--- src/rtl/edge_event_capture.sv ---
// Per-bit edge detector for a sampled bus, with a timestamped event FIFO.
// Every enabled sample that differs from the previous enabled sample is
// queued as {rise, fall, ts} and drained through a valid/ready port.
module edge_event_capture #(
    parameter int WIDTH = 4,
    parameter int DEPTH = 4,
    parameter int TS_W  = 8
) (
    input  logic                     clk,
    input  logic                     rst_n,
    input  logic                     en,
    input  logic [WIDTH-1:0]         din,
    output logic                     lsb_rose,
    output logic [WIDTH-1:0]         rise_mask,
    output logic [WIDTH-1:0]         fall_mask,
    output logic                     any_edge,
    output logic                     out_valid,
    input  logic                     out_ready,
    output logic [WIDTH-1:0]         out_rise,
    output logic [WIDTH-1:0]         out_fall,
    output logic [TS_W-1:0]          out_ts,
    output logic [$clog2(DEPTH):0]   level,
    output logic                     overflow,
    input  logic                     clr_ovf
);

    localparam int AW = $clog2(DEPTH);
    localparam int LW = AW + 1;
    localparam logic [LW-1:0] FULL_LVL = LW'(DEPTH);

    typedef struct packed {
        logic [WIDTH-1:0] rise;
        logic [WIDTH-1:0] fall;
        logic [TS_W-1:0]  ts;
    } entry_t;

    entry_t           mem [DEPTH];
    entry_t           head;
    logic [AW-1:0]    wptr;
    logic [AW-1:0]    rptr;
    logic [WIDTH-1:0] prev;
    logic             primed;
    logic [TS_W-1:0]  ts;

    logic [WIDTH-1:0] changed;
    logic             push;
    logic             pop;
    logic             full;
    logic             drop;
    logic             wr;

    assign changed   = din ^ prev;
    assign push      = en & primed & (|changed);
    assign out_valid = (level != '0);
    assign pop       = out_valid & out_ready;
    assign full      = (level == FULL_LVL);
    // A pop on the same edge frees the slot, so a full FIFO still accepts.
    assign drop      = push & full & ~pop;
    assign wr        = push & ~drop;

    assign head     = mem[rptr];
    assign out_rise = head.rise;
    assign out_fall = head.fall;
    assign out_ts   = head.ts;

    // Free-running timestamp, previous-sample register and edge masks.
    always_ff @(posedge clk) begin
        if (!rst_n) begin
            ts        <= '0;
            prev      <= '0;
            primed    <= 1'b0;
            rise_mask <= '0;
            fall_mask <= '0;
            lsb_rose  <= 1'b0;
            any_edge  <= 1'b0;
        end else begin
            ts <= ts + 1'b1;
            if (en && primed) begin
                rise_mask <= din & ~prev;
                fall_mask <= ~din & prev;
                lsb_rose  <= din[0] & ~prev[0];
                any_edge  <= |changed;
            end else begin
                rise_mask <= '0;
                fall_mask <= '0;
                lsb_rose  <= 1'b0;
                any_edge  <= 1'b0;
            end
            if (en) begin
                prev   <= din;
                primed <= 1'b1;
            end
        end
    end

    // FIFO pointers, occupancy and sticky overflow.
    always_ff @(posedge clk) begin
        if (!rst_n) begin
            wptr     <= '0;
            rptr     <= '0;
            level    <= '0;
            overflow <= 1'b0;
        end else begin
            if (wr)  wptr <= wptr + 1'b1;
            if (pop) rptr <= rptr + 1'b1;
            case ({wr, pop})
                2'b10:   level <= level + 1'b1;
                2'b01:   level <= level - 1'b1;
                default: level <= level;
            endcase
            // A drop in the same cycle as a clear keeps the flag set.
            if (drop)         overflow <= 1'b1;
            else if (clr_ovf) overflow <= 1'b0;
        end
    end

    // Event storage; the slot being popped may be rewritten on the same edge.
    always_ff @(posedge clk) begin
        if (rst_n && wr)
            mem[wptr] <= '{rise: din & ~prev, fall: ~din & prev, ts: ts};
    end

endmodule

--- config.mk ---
export PLATFORM = sky130hd
export DESIGN_NAME = edge_event_capture
export DESIGN_NICKNAME = d
export VERILOG_FILES = /design/src/rtl/edge_event_capture.sv
export SDC_FILE = /design/constraint.sdc
export NUM_CORES = 1
export LEC_CHECK = 0
export CORE_UTILIZATION = 40
export CTS_BUF_LIST = sky130_fd_sc_hd__clkbuf_4
export DETAILED_ROUTE_END_ITERATION = 12
export GPL_TIMING_DRIVEN = 0
export PLACE_DENSITY = 0.61
export REMOVE_ABC_BUFFERS = 1
export SLEW_MARGIN = 25
export SYNTH_ARGS = -nofsm -noshare
export SYNTH_HDL_FRONTEND = slang
export SYNTH_SLANG_ARGS = --single-unit
--- constraint.sdc ---
create_clock -name clk -period 2.32 [get_ports clk]
set_input_delay 0.232 -clock clk [delete_from_list [all_inputs] [get_ports clk]]
set_output_delay 0.232 -clock clk [all_outputs]
set_load 0.02 [all_outputs]
==> results of run 1 <==
logic make-up (layout without fill, tap and decap cells):
group | count (synthesis) | in the layout | share of synthesized area, %
DFF | 96 | 96 | 67.2
and+or+nand+nor | 59 | 59 | 8.04
buffers and inverters | 27 | 79 | 3.35
muxes | 21 | 21 | 10.8
AOI/OAI and AO/OA | 16 | 16 | 3.61
adders and majority gates | 14 | 14 | 4.79
xor gates and xnor gates | 10 | 10 | 2.30
placed cells by master, fill, tap and decap left out, types with 2 or more instances in the layout:
cell type	synthesis	layout
sky130_fd_sc_hd__edfxtp_1	64	64
sky130_fd_sc_hd__dfxtp_1	32	25
sky130_fd_sc_hd__nor2_1	23	22
sky130_fd_sc_hd__clkdlybuf4s50_1	0	21
sky130_fd_sc_hd__mux4_2	16	16
sky130_fd_sc_hd__inv_1	15	15
sky130_fd_sc_hd__dlymetal6s2s_1	0	15
sky130_fd_sc_hd__and3_1	11	11
sky130_fd_sc_hd__ha_1	13	10
sky130_fd_sc_hd__clkbuf_4	0	10
sky130_fd_sc_hd__nand3_1	6	6
sky130_fd_sc_hd__buf_4	4	6
sky130_fd_sc_hd__mux2i_1	5	5
sky130_fd_sc_hd__xor2_1	5	5
sky130_fd_sc_hd__xnor2_1	5	5
sky130_fd_sc_hd__dfxtp_2	0	5
sky130_fd_sc_hd__and2_4	0	4
sky130_fd_sc_hd__nand2_1	6	4
sky130_fd_sc_hd__o21ai_0	3	3
sky130_fd_sc_hd__ha_4	0	3
sky130_fd_sc_hd__dlygate4sd2_1	0	3
sky130_fd_sc_hd__buf_12	0	3
sky130_fd_sc_hd__nand2_2	0	2
sky130_fd_sc_hd__o31a_1	2	2
sky130_fd_sc_hd__and2_1	7	2
sky130_fd_sc_hd__o22ai_1	2	2
sky130_fd_sc_hd__o211ai_1	2	2
sky130_fd_sc_hd__dfxtp_4	0	2
sky130_fd_sc_hd__bufinv_16	0	2
critical path, stage by stage, from the launching register on:
cell,delay [ns]
sky130_fd_sc_hd__dfxtp_2,0.37
sky130_fd_sc_hd__ha_4,0.27
sky130_fd_sc_hd__nand4_1,0.13
sky130_fd_sc_hd__nand2_2,0.10
sky130_fd_sc_hd__nand2_2,0.06
sky130_fd_sc_hd__fa_2,0.39
sky130_fd_sc_hd__or4_4,0.52
sky130_fd_sc_hd__o31a_1,0.13
sky130_fd_sc_hd__o311ai_2,0.20
final timing paths:
kind / startpoint / end / depth (start not counted)
setup / recovery: prev[1]$_SDFFE_PN0P_ / level[2]$_SDFFE_PN0P_ / 8
setup reg to reg: prev[1]$_SDFFE_PN0P_ / level[2]$_SDFFE_PN0P_ / 8
hold / removal: din[3] / prev[3]$_SDFFE_PN0P_ / 3
hold reg to reg: ts[7]$_SDFF_PN0_ / mem[2][7]$_DFFE_PP_ / 0
registers in the layout, summed over array words and instances (netlist names), 2 cells and up, named ones only:
register   count
mem           64
ts             8
fall_mask      4
prev           4
rise_mask      4
level          3
rptr           2
wptr           2
power by group:
| group | internal (uW) | leakage [uW] | switching [uW] |
|---|---|---|---|
| registers | 1850 | 0.000845 | 24.9 |
| logic | 124 | 0.000805 | 128 |
| clock network | 447 | 0.0000840 | 531 |
| total | 2420 | 0.00173 | 685 |
timing repair:
| action | 4_1_cts | 5_1_grt |
|---|---|---|
| pin swaps | 2 | 3 |
| gates resized for setup | 12 | 30 |
| setup buffers | 5 | 4 |
| hold endpoints to repair | 0 | 0 |
| endpoints found under the setup margin | 82 | 79 |
cell type report:
class,instances,area share [%]
tap,129,3.46
timing repair buffer,48,11.3
multi-input combinational,120,25.4
clock inverter,6,1.82
inverter,15,1.21
sequential,96,55.2
clock buffer,10,1.61
stage by stage:
stage,util [%],area [um^2]
final,50.5,4670
after global placement,46.5,4300
after CTS,49.2,4540
after floorplan,-,3740
after detailed placement,46.5,4300
after global routing,50.5,4670
per-layer routing:
layer	global-route usage, %	vias to the layer above	share of wire, %
met1	20.3	1041	46
met4	6.56	0	1.9
met2	23.8	43	48
li1	-	989	-
met5	0	-	0
met3	2.74	11	3.6
==> tab_implementation.tex, run 1 <==
\begin{tabular}{lr}
\hline
Metric & Value \\
\hline
\multicolumn{2}{l}{\textbf{Run status}} \\
Status & finished, final reports clean \\
\multicolumn{2}{l}{\textbf{Critical path}} \\
Maximum fanout encountered on the critical timing path & 3 \\
Launching element type of the critical path & flop \\
Path type of the worst setup path & reg -> reg \\
Data required time of the worst path & 2.65 ns \\
Type of destination of the critical path & flop \\
Reg2Reg Setup Slack & 0.07 ns \\
Critical path data arrival time & 2.58 ns \\
\multicolumn{2}{l}{\textbf{STA}} \\
Final Setup Violations & 0 \\
Summed negative setup slack over all endpoints & 0 ns \\
Worst max-slew margin expressed relative to the limit & 50.1\% \\
Fin crit share & 96.9\% \\
Unrepaired setup endpoints after global routing & true \\
Worst hold slack across all endpoints & 0.136 ns \\
Final Skew & 0.0251 ns \\
Hold Fails Final Rpt & 0 \\
Fin worst setup slack & 0.0714 ns \\
Peak Freq & 0.445 GHz \\
Slew at the pin with the worst max-slew slack & 0.747 ns \\
Final Critical Period & 2.25 ns \\
Max-slew violation count & 0 \\
\multicolumn{2}{l}{\textbf{Placed design}} \\
HPWL Detailed & 4.21 mm \\
Final weighted congestion in routability-driven placement & 0.748 \\
Port buffer count & 39 \\
Cells after DPL & 399 \\
DP Worst Slack & -0.898 ns \\
\multicolumn{2}{l}{\textbf{Final layout}} \\
Count of filler cells inserted in the layout & 809 \\
Non-filler cells in the finished layout & 424 \\
Layout overhead on the synthesized area & 22.3\% \\
Antenna cells & 0 \\
Sequential cell area & 0.00258 mm\^{}2 \\
Share of post-route cells with drive strength above 1 & 22.0\% \\
Number of nets in the final layout & 313 \\
Area occupied by multi-input gates & 0.00118 mm\^{}2 \\
\multicolumn{2}{l}{\textbf{Global routing}} \\
Via count of the first global-routing pass & 2,133 \\
Wire length of the first global-routing pass & 11.0 mm \\
Number of antenna violations at the first check in global routing & 0 \\
Gr ovfl total & 0 \\
Gr usage total & 15.0\% \\
Largest net degree at the start of global routing & 21 \\
\multicolumn{2}{l}{\textbf{Floorplanning}} \\
Area of the die & 0.00993 mm\^{}2 \\
Total core area & 0.00924 mm\^{}2 \\
Count of pins on the block boundary & 40 \\
Row Count & 35 \\
DIE WIDTH & 99.7 um \\
Die Y & 99.7 um \\
Starting density of the core & 41.3\% \\
\multicolumn{2}{l}{\textbf{Synthesis}} \\
Average cell area after synthesis & 15.7 um\^{}2 \\
Dominant synthesized flop cell & sky130\_fd\_sc\_hd\_\_edfxtp\_1 \\
Synthesis Warnings & 0 \\
Post-synthesis cell type with the largest combined area & sky130\_fd\_sc\_hd\_\_edfxtp\_1 \\
Synthesized instance count & 243 \\
Ranking of synthesized cells by instance count & 64 x sky130\_fd\_sc\_hd\_\_edfxtp\_1, 32 x sky130\_fd\_sc\_hd\_\_dfxtp\_1, 23 x sky130\_fd\_sc\_hd\_\_nor2\_1 \\
Portion of the post-synthesis area used by sequential elements & 67.2\% \\
Async set-or-reset flop fraction in the synthesized netlist & 0\% \\
Post-Synthesis Cell Area & 0.00381 mm\^{}2 \\
FF+latch count, synth & 96 \\
Count leader, synth & sky130\_fd\_sc\_hd\_\_edfxtp\_1 \\
Number of distinct library cell variants in the gate-level netlist after synthesis & 37 \\
Number of synthesized flops with an enable pin & 64 \\
Leading post-synthesis cells by cell area & sky130\_fd\_sc\_hd\_\_edfxtp\_1 50\%, sky130\_fd\_sc\_hd\_\_dfxtp\_1 17\%, sky130\_fd\_sc\_hd\_\_mux4\_2 9.4\%, sky130\_fd\_sc\_hd\_\_ha\_1 4.3\%, sky130\_fd\_sc\_hd\_\_nor2\_1 2.3\% \\
Area share of the leading cell type in the synthesized netlist & 50.4\% \\
\multicolumn{2}{l}{\textbf{Power}} \\
Standby leakage power & 0.00173 uW \\
Power Dens Cells & 665 mW/mm\^{}2 \\
Peak supply drop & 0.000257 V \\
Total power draw & 3100 uW \\
\multicolumn{2}{l}{\textbf{Detailed routing}} \\
Vias/cell & 4.92 \\
Vias after detailed routing & 2,084 \\
Number of iterations in the first detailed-routing pass & 4 \\
Routed Wire Length & 6.90 mm \\
Remaining number of nets flagged by the antenna check after routing & 0 \\
DR WL/cell & 16.3 um \\
Drc violations & 0 \\
Iter 0 DRT Violations & 58 \\
\multicolumn{2}{l}{\textbf{Clock tree}} \\
Clock latency of the later-clocked register in the worst-skew pair & 0.43 ns \\
Maximum number of buffers from clock root to sink & 2 \\
TritonCTS buffer count & 9 \\
CTS H-Tree Depth & 3 \\
TritonCTS clock tree & done \\
Clock-pin transition on the worst setup and hold timing paths & 0.14 ns \\
Clk Tree Root Cell & sky130\_fd\_sc\_hd\_\_clkbuf\_4 \\
Hold-fix buffers, CTS & 0 \\
Clock tree sinks & 96 \\
\multicolumn{2}{l}{\textbf{Min path}} \\
Path category of the worst min-delay check & in -> reg \\
\multicolumn{2}{l}{\textbf{Flow run}} \\
Max-cap viol count & 0 \\
\hline
\end{tabular}
Note: power is estimated with default switching activity, not from simulation.
==> inputs of run 2 (changes only) <==
Settings changed: ABC_AREA set to 1, ABC_CLOCK_PERIOD_IN_PS set to 2320.
==> run 2 against run 1 <==
  * Utilization decreased by 1.3 points
  * Cell count increased by 20%
  * First-iteration DRC count rose by 10%
  * Final area down 2.5%
  * Via count up 16%
  * Area after synthesis hardly changed
  * Synthesized cell count increased by 35%
  * Hold slack better by 0.24 ns
  * Die area barely moved
  * Non-clock buffer count decreased by 2
  * Global-route usage up 0.56 points
==> tab_implementation.tex, run 2 <==
\begin{tabular}{lr}
\hline
Metric & Value \\
\hline
\multicolumn{2}{l}{\textbf{Run status}} \\
Status & finished, final reports clean (unchanged) \\
\multicolumn{2}{l}{\textbf{STA}} \\
Final Skew & 0.0196 ns (was 0.0251 ns) \\
Hold Fails Final Rpt & 0 (unchanged) \\
Fin worst setup slack & 0.112 ns (was 0.0714 ns) \\
Final Critical Period & 2.21 ns (was 2.25 ns) \\
Max-slew violation count & 0 (unchanged) \\
Fin crit share & 95.2\% (was 96.9\%) \\
Peak Freq & 0.453 GHz (was 0.445 GHz) \\
Unrepaired setup endpoints after global routing & false (was true) \\
Worst max-slew margin expressed relative to the limit & 49.1\% (was 50.1\%) \\
Final Setup Violations & 0 (unchanged) \\
Slew at the pin with the worst max-slew slack & 0.763 ns (was 0.747 ns) \\
\multicolumn{2}{l}{\textbf{Global routing}} \\
Via count of the first global-routing pass & 2,388 (was 2,133) \\
Gr ovfl total & 0 (unchanged) \\
Wire length of the first global-routing pass & 11.6 mm (was 11.0 mm) \\
Number of antenna violations at the first check in global routing & 0 (unchanged) \\
Gr usage total & 15.6\% (was 15.0\%) \\
Largest net degree at the start of global routing & 33 (was 21) \\
\multicolumn{2}{l}{\textbf{Final layout}} \\
Layout overhead on the synthesized area & 19.3\% (was 22.3\%) \\
Count of filler cells inserted in the layout & 855 (was 809) \\
Register with the most flip-flops & mem (unchanged) \\
Registers with the most flip-flops & mem x64, ts x8 (unchanged) \\
Most frequent standard cell in the layout excluding fill and tap cells & sky130\_fd\_sc\_hd\_\_edfxtp\_1 (unchanged) \\
Share of post-route cells with drive strength above 1 & 12.2\% (was 22.0\%) \\
Largest register FFs & 64 (unchanged) \\
Antenna cells & 0 (unchanged) \\
Number of nets in the final layout & 396 (was 313) \\
Post-layout utilization of the core & 49.2\% (was 50.5\%) \\
Commonest cells after routing, fill and taps aside & 64 x sky130\_fd\_sc\_hd\_\_edfxtp\_1, 53 x sky130\_fd\_sc\_hd\_\_nor2\_1, 38 x sky130\_fd\_sc\_hd\_\_clkdlybuf4s50\_1 (was 64 x sky130\_fd\_sc\_hd\_\_edfxtp\_1, 25 x sky130\_fd\_sc\_hd\_\_dfxtp\_1, 22 x sky130\_fd\_sc\_hd\_\_nor2\_1) \\
\multicolumn{2}{l}{\textbf{Clock tree}} \\
Clock latency of the later-clocked register in the worst-skew pair & 0.42 ns (was 0.43 ns) \\
Clk Tree Root Cell & sky130\_fd\_sc\_hd\_\_clkbuf\_4 (unchanged) \\
TritonCTS buffer count & 9 (unchanged) \\
TritonCTS clock tree & done (unchanged) \\
Maximum number of buffers from clock root to sink & 2 (unchanged) \\
Clock tree sinks & 96 (unchanged) \\
CTS H-Tree Depth & 3 (unchanged) \\
Hold-fix buffers, CTS & 0 (unchanged) \\
Clock-pin transition on the worst setup and hold timing paths & 0.14 ns (about the same) \\
\multicolumn{2}{l}{\textbf{Synthesis}} \\
Count leader, synth & sky130\_fd\_sc\_hd\_\_edfxtp\_1 (unchanged) \\
Synthesis Warnings & 0 (unchanged) \\
Area share of the leading cell type in the synthesized netlist & 50.4\% (about the same) \\
Number of distinct library cell variants in the gate-level netlist after synthesis & 29 (was 37) \\
Post-synthesis cell type with the largest combined area & sky130\_fd\_sc\_hd\_\_edfxtp\_1 (unchanged) \\
Synthesized instance count & 328 (was 243) \\
Number of synthesized flops with an enable pin & 64 (unchanged) \\
Average cell area after synthesis & 11.6 um\^{}2 (was 15.7 um\^{}2) \\
Ranking of synthesized cells by instance count & 64 x sky130\_fd\_sc\_hd\_\_edfxtp\_1, 57 x sky130\_fd\_sc\_hd\_\_nor2\_1, 34 x sky130\_fd\_sc\_hd\_\_inv\_1 (was 64 x sky130\_fd\_sc\_hd\_\_edfxtp\_1, 32 x sky130\_fd\_sc\_hd\_\_dfxtp\_1, 23 x sky130\_fd\_sc\_hd\_\_nor2\_1) \\
Portion of the post-synthesis area used by sequential elements & 67.2\% (about the same) \\
Leading post-synthesis cells by cell area & sky130\_fd\_sc\_hd\_\_edfxtp\_1 50\%, sky130\_fd\_sc\_hd\_\_dfxtp\_1 17\%, sky130\_fd\_sc\_hd\_\_nor2\_1 5.6\%, sky130\_fd\_sc\_hd\_\_o21ai\_0 4.3\%, sky130\_fd\_sc\_hd\_\_ha\_1 4.3\% (was sky130\_fd\_sc\_hd\_\_edfxtp\_1 50\%, sky130\_fd\_sc\_hd\_\_dfxtp\_1 17\%, sky130\_fd\_sc\_hd\_\_mux4\_2 9.4\%, sky130\_fd\_sc\_hd\_\_ha\_1 4.3\%, sky130\_fd\_sc\_hd\_\_nor2\_1 2.3\%) \\
Dominant synthesized flop cell & sky130\_fd\_sc\_hd\_\_edfxtp\_1 (unchanged) \\
FF+latch count, synth & 96 (unchanged) \\
Async set-or-reset flop fraction in the synthesized netlist & 0\% (unchanged) \\
Post-Synthesis Cell Area & 0.00381 mm\^{}2 (about the same) \\
\multicolumn{2}{l}{\textbf{Detailed routing}} \\
Iter 0 DRT Violations & 64 (was 58) \\
Remaining number of nets flagged by the antenna check after routing & 0 (unchanged) \\
Number of iterations in the first detailed-routing pass & 4 (unchanged) \\
Vias after detailed routing & 2,416 (was 2,084) \\
Routed Wire Length & 7.15 mm (was 6.90 mm) \\
Vias/cell & 4.77 (was 4.92) \\
Drc violations & 0 (unchanged) \\
DR WL/cell & 14.1 um (was 16.3 um) \\
\multicolumn{2}{l}{\textbf{Floorplanning}} \\
Total core area & 0.00924 mm\^{}2 (unchanged) \\
Count of pins on the block boundary & 40 (unchanged) \\
Starting density of the core & 41.3\% (about the same) \\
Row Count & 35 (unchanged) \\
DIE WIDTH & 99.6 um (was 99.7 um) \\
Area of the die & 0.00993 mm\^{}2 (about the same) \\
Die Y & 99.6 um (was 99.7 um) \\
\multicolumn{2}{l}{\textbf{Power}} \\
Part of the power in the clock network & 21.4\% (was 31.5\%) \\
Net Sw Frac & 30.5\% (was 22.1\%) \\
Combinational cell fraction of total power & 24.2\% (was 8.1\%) \\
Peak supply drop & 0.000396 V (was 0.000257 V) \\
Internal power & 2490 uW (was 2420 uW) \\
Power Dens Cells & 787 mW/mm\^{}2 (was 665 mW/mm\^{}2) \\
Net switching power figure & 1090 uW (was 685 uW) \\
Standby leakage power & 0.00163 uW (was 0.00173 uW) \\
Flop pwr share & 54.4\% (was 60.3\%) \\
\multicolumn{2}{l}{\textbf{Placed design}} \\
HPWL Detailed & 4.60 mm (was 4.21 mm) \\
DP Worst Slack & -0.558 ns (was -0.898 ns) \\
Port buffer count & 39 (unchanged) \\
Final weighted congestion in routability-driven placement & 0.714 (was 0.748) \\
\multicolumn{2}{l}{\textbf{Critical path}} \\
Path depth of the worst reg2reg path & 7 (was 8) \\
Type of destination of the critical path & output pin (was flop) \\
Path type of the worst setup path & reg -> out (was reg -> reg) \\
Data required time of the worst path & 2.09 ns (was 2.65 ns) \\
Critical path data arrival time & 1.98 ns (was 2.58 ns) \\
Launching element type of the critical path & flop (unchanged) \\
Maximum fanout encountered on the critical timing path & 16 (was 3) \\
\multicolumn{2}{l}{\textbf{Min path}} \\
Path category of the worst min-delay check & in -> reg (unchanged) \\
Hold path cells & 2 (was 3) \\
\multicolumn{2}{l}{\textbf{Flow run}} \\
Max-cap viol count & 0 (unchanged) \\
\hline
\end{tabular}
[run 2: cells by family (layout without fill, tap and decap cells)]
logic type / count (synthesis) / after routing / synth area share (%)
AO/OA/AOI/OAI: 77 / 77 / 11.1
flip-flops: 96 / 96 / 67.2
adder cells (fa/ha/maj): 14 / 14 / 4.79
buffers and inverters: 50 / 100 / 5.35
AND/OR/NAND/NOR: 91 / 91 / 11.6
[run 2: worst paths after layout]
check | start | endpoint | slack, ns
worst min register to register | rptr[0]$_SDFFE_PN0P_ | flop | 0.48
worst max register to register | prev[2]$_SDFFE_PN0P_ | mem[1][1]$_DFFE_PP_ | 0.30
worst max-delay path | flop | out_fall[3] | 0.11
worst min-delay path | clr_ovf | overflow$_SDFFE_PN0P_ | 0.38
[run 2: power groups by stage]
stage                     combinational, uW  clock (uW)  sequential [uW]
after floorplan                         459           0             2000
after global placement                  783           0             2000
after detailed placement                796           0             2010
after CTS                               880         795             1950
after global routing                    955         856             1960
final                                   865         766             1950
[run 2: per-layer routing]
metal / vias to the layer above / part of all wire, % / GRT usage [%]
li1: 1220 / - / -
met1: 1136 / 47 / 20.3
met2: 50 / 48 / 26.0
met3: 10 / 3.7 / 2.60
met4: 0 / 1.5 / 6.45
met5: - / 0 / 0
[run 2: critical path, stage by stage, from the launching register on]
cell and delay [ns]:
sky130_fd_sc_hd__dfxtp_4 0.46, sky130_fd_sc_hd__buf_6 0.22, sky130_fd_sc_hd__o21ai_0 0.11, sky130_fd_sc_hd__o22ai_1 0.16, sky130_fd_sc_hd__clkdlybuf4s50_1 0.62
[run 2: final cells by class]
cell class                 count  area (um^2)  area share (%)
clock buffer                  11         82.6            1.82
clock inverter                 5         33.8           0.743
inverter                      38          156            3.44
multi-input combinational    182         1060            23.2
sequential                    96         2570            56.5
tap                          129          161            3.55
timing repair buffer          46          488            10.7
[run 2: timing repair]
action | in CTS | in global routing
setup endpoints to repair | 16 | 39
resized for setup | 8 | 1
setup buffers | 3 | 0
[run 2: metrics by stage]
step | hold slack (ns) | area, um^2 | instances | total power [uW] | TNS [ns]
after floorplan | 0.321 | 3750 | 316 | 2460 | 0
after global placement | 0.455 | 4310 | 484 | 2790 | -72.91
after global routing | 0.364 | 4550 | 507 | 3770 | 0
after detailed placement | 0.465 | 4370 | 488 | 2800 | -30.76
final | 0.377 | 4550 | 507 | 3580 | 0
after CTS | 0.344 | 4550 | 507 | 3620 | 0
==> inputs of run 3 (changes only) <==
Settings changed: PLACE_DENSITY 0.61 to 0.67.
==> run 3 against run 2 <==
  * Utilization increased by 0.27 points
  * Global-route usage increased by 0.075 points
  * First-iteration DRC count increased by 53%
  * Clock skew fell by 0.0035 ns
  * Hold slack got worse by 0.040 ns
  * Largest power group unchanged
  * Power increased by 3.2%
  * Die area is the same
  * Sequential power is essentially flat
  * Non-clock buffer count is 1 higher
  * Via count fell by 0.37%
==> tab_implementation.tex, run 3 (same netlist as run 2, synthesis figures left out) <==
\begin{tabular}{lr}
\hline
Metric & Value \\
\hline
\multicolumn{2}{l}{\textbf{Run status}} \\
Status & finished, final reports clean (unchanged) \\
\multicolumn{2}{l}{\textbf{Detailed routing}} \\
Vias after detailed routing & 2,407 (was 2,416) \\
Number of iterations in the first detailed-routing pass & 4 (unchanged) \\
Vias/cell & 4.74 (was 4.77) \\
Iter 0 DRT Violations & 98 (was 64) \\
Drc violations & 0 (unchanged) \\
Remaining number of nets flagged by the antenna check after routing & 0 (unchanged) \\
DR WL/cell & 14.3 um (was 14.1 um) \\
Routed Wire Length & 7.28 mm (was 7.15 mm) \\
\multicolumn{2}{l}{\textbf{STA}} \\
Peak Freq & 0.448 GHz (was 0.453 GHz) \\
Slew at the pin with the worst max-slew slack & 0.741 ns (was 0.763 ns) \\
Final Critical Period & 2.23 ns (was 2.21 ns) \\
Max-slew violation count & 0 (unchanged) \\
Final Setup Violations & 0 (unchanged) \\
Fin crit share & 96.3\% (was 95.2\%) \\
Final Skew & 0.0160 ns (was 0.0196 ns) \\
Summed negative setup slack over all endpoints & 0 ns (unchanged) \\
Worst hold slack across all endpoints & 0.336 ns (was 0.377 ns) \\
Worst max-slew margin expressed relative to the limit & 50.5\% (was 49.1\%) \\
Unrepaired setup endpoints after global routing & false (unchanged) \\
Hold Fails Final Rpt & 0 (unchanged) \\
\multicolumn{2}{l}{\textbf{Critical path}} \\
Maximum fanout encountered on the critical timing path & 17 (was 16) \\
Path type of the worst setup path & reg -> out (unchanged) \\
CP cell instances & inv\_4 -> o21ai\_1 -> o22ai\_1 -> clkdlybuf4s50\_1 (was buf\_6 -> o21ai\_0 -> o22ai\_1 -> clkdlybuf4s50\_1) \\
Worst-path cell with the longest stage delay & sky130\_fd\_sc\_hd\_\_clkdlybuf4s50\_1 (unchanged) \\
Data required time of the worst path & 2.09 ns (about the same) \\
Critical path data arrival time & 2.00 ns (was 1.98 ns) \\
Launching element type of the critical path & flop (unchanged) \\
Reg2Reg Setup Slack & 0.35 ns (was 0.30 ns) \\
Reg-to-Reg End & mem[1][10]\$\_DFFE\_PP\_ (was mem[1][1]\$\_DFFE\_PP\_) \\
Type of destination of the critical path & output pin (unchanged) \\
CP max stage delay & 0.65 ns (was 0.62 ns) \\
Reg2reg start & prev[2]\$\_SDFFE\_PN0P\_ (unchanged) \\
Path depth of the worst reg2reg path & 7 (unchanged) \\
\multicolumn{2}{l}{\textbf{Clock tree}} \\
TritonCTS clock tree & done (unchanged) \\
Clock-pin transition on the worst setup and hold timing paths & 0.14 ns (about the same) \\
Clk Tree Root Cell & sky130\_fd\_sc\_hd\_\_clkbuf\_4 (unchanged) \\
Maximum number of buffers from clock root to sink & 2 (unchanged) \\
TritonCTS buffer count & 9 (unchanged) \\
CTS H-Tree Depth & 3 (unchanged) \\
Clock latency of the later-clocked register in the worst-skew pair & 0.44 ns (was 0.42 ns) \\
Clock tree sinks & 96 (unchanged) \\
\multicolumn{2}{l}{\textbf{Final layout}} \\
Register with the most flip-flops & mem (unchanged) \\
Commonest cells after routing, fill and taps aside & 64 x sky130\_fd\_sc\_hd\_\_edfxtp\_1, 53 x sky130\_fd\_sc\_hd\_\_nor2\_1, 37 x sky130\_fd\_sc\_hd\_\_clkdlybuf4s50\_1 (was 64 x sky130\_fd\_sc\_hd\_\_edfxtp\_1, 53 x sky130\_fd\_sc\_hd\_\_nor2\_1, 38 x sky130\_fd\_sc\_hd\_\_clkdlybuf4s50\_1) \\
Most frequent standard cell in the layout excluding fill and tap cells & sky130\_fd\_sc\_hd\_\_edfxtp\_1 (unchanged) \\
Final cell area excluding filler cells & 0.00457 mm\^{}2 (was 0.00455 mm\^{}2) \\
Registers with the most flip-flops & mem x64, ts x8 (unchanged) \\
Largest register FFs & 64 (unchanged) \\
Non-filler cells in the finished layout & 508 (was 507) \\
Share of post-route cells with drive strength above 1 & 12.7\% (was 12.2\%) \\
Layout overhead on the synthesized area & 20.0\% (was 19.3\%) \\
Number of nets in the final layout & 397 (was 396) \\
Antenna cells & 0 (unchanged) \\
\multicolumn{2}{l}{\textbf{Placed design}} \\
Final weighted congestion in routability-driven placement & 0.750 (was 0.714) \\
Cells after DPL & 488 (unchanged) \\
HPWL Detailed & 4.53 mm (was 4.60 mm) \\
Port buffer count & 39 (unchanged) \\
Area post-placement & 0.00438 mm\^{}2 (was 0.00437 mm\^{}2) \\
\multicolumn{2}{l}{\textbf{Power}} \\
Standby leakage power & 0.00164 uW (was 0.00163 uW) \\
Power Dens Cells & 808 mW/mm\^{}2 (was 787 mW/mm\^{}2) \\
Peak supply drop & 0.000526 V (was 0.000396 V) \\
\multicolumn{2}{l}{\textbf{Global routing}} \\
Gr usage total & 15.7\% (was 15.6\%) \\
Gr ovfl total & 0 (unchanged) \\
Via count of the first global-routing pass & 2,395 (was 2,388) \\
Busiest metal layer after global routing & met2 (unchanged) \\
Routing usage on met3 & 2.95\% (was 2.60\%) \\
Routing usage on met1 & 19.7\% (was 20.3\%) \\
Number of antenna violations at the first check in global routing & 0 (unchanged) \\
Largest net degree at the start of global routing & 33 (unchanged) \\
Wire length of the first global-routing pass & 11.7 mm (was 11.6 mm) \\
Met2 GRT Util & 26.4\% (was 26.0\%) \\
\multicolumn{2}{l}{\textbf{Flow run}} \\
Max-cap viol count & 0 (unchanged) \\
\multicolumn{2}{l}{\textbf{Min path}} \\
Endpoint of the worst hold path & overflow\$\_SDFFE\_PN0P\_ (unchanged) \\
Hold path cells & 2 (unchanged) \\
Hold Startpoint & clr\_ovf (unchanged) \\
Path category of the worst min-delay check & in -> reg (unchanged) \\
\multicolumn{2}{l}{\textbf{Floorplanning}} \\
Total core area & 0.00924 mm\^{}2 (unchanged) \\
DIE WIDTH & 99.6 um (unchanged) \\
Count of pins on the block boundary & 40 (unchanged) \\
Starting density of the core & 41.3\% (unchanged) \\
Die Y & 99.6 um (unchanged) \\
Row Count & 35 (unchanged) \\
Area of the die & 0.00993 mm\^{}2 (unchanged) \\
\hline
\end{tabular}
==> run 3: how the worst max path moves through the flow <==
| stage | cells after the start | slack, ns | to | start |
|---|---|---|---|---|
| floorplan | 6 | 0.30 | mem[0][0]$_DFFE_PP_ | prev[1]$_SDFFE_PN0P_ |
| global placement | 5 | -1.11 | mem[0][15]$_DFFE_PP_ | rst_n |
| detailed placement | 6 | -0.37 | mem[3][15]$_DFFE_PP_ | rst_n |
| CTS | 4 | 0.01 | out_rise[1] | flop |
| global route | 4 | 0.003 | out_ts[4] | flop |
| finish | 4 | 0.09 | out_rise[1] | flop |
==> run 3: stage by stage <==
stage                     setup WS (ns)  total power (uW)  util, %
final                            0.0870              3690     49.5
after global routing            0.00301              3850     49.5
after CTS                        0.0117              3730     49.4
after detailed placement         -0.368              2810     47.4
after global placement            -1.11              2780     46.6
after floorplan                   0.299              2460        -
==> run 3: power breakdown <==
part,internal [uW],switching (uW)
Combinational,358,508
Sequential,1880,65.6
Clock,329,555
==> run 3: area by class of cell <==
type                            count  area, um^2
Fill cell                         856        4670
Sequential cell                    96        2570
Multi-Input combinational cell    182        1060
Timing Repair Buffer               47         489
Tap cell                          129         161
Inverter                           38         156
Clock inverter                      7        72.6
Clock buffer                        9        67.6
==> run 3: critical path: cells and delay by family, from the launching register on <==
family,cells,cell delay [ns]
AO/OA/AOI/OAI,2,0.29
flip-flops,1,0.44
buffers and inverters,2,0.83
==> run 3: what timing repair did <==
action                                  in CTS  in global routing
setup buffers                                4                  0
resized for setup                            7                  2
pin swaps                                    0                  0
hold buffers                                 0                  0
endpoints found under the setup margin      16                 30
==> run 3: layer usage <==
layer / part of all wire (%) / wire length [um] / vias to the layer above
li1: - / - / 1221
met1: 45 / 3300 / 1129
met2: 48 / 3520 / 48
met3: 4.9 / 356 / 9
met4: 1.3 / 95 / 0
met5: 0 / 0 / -
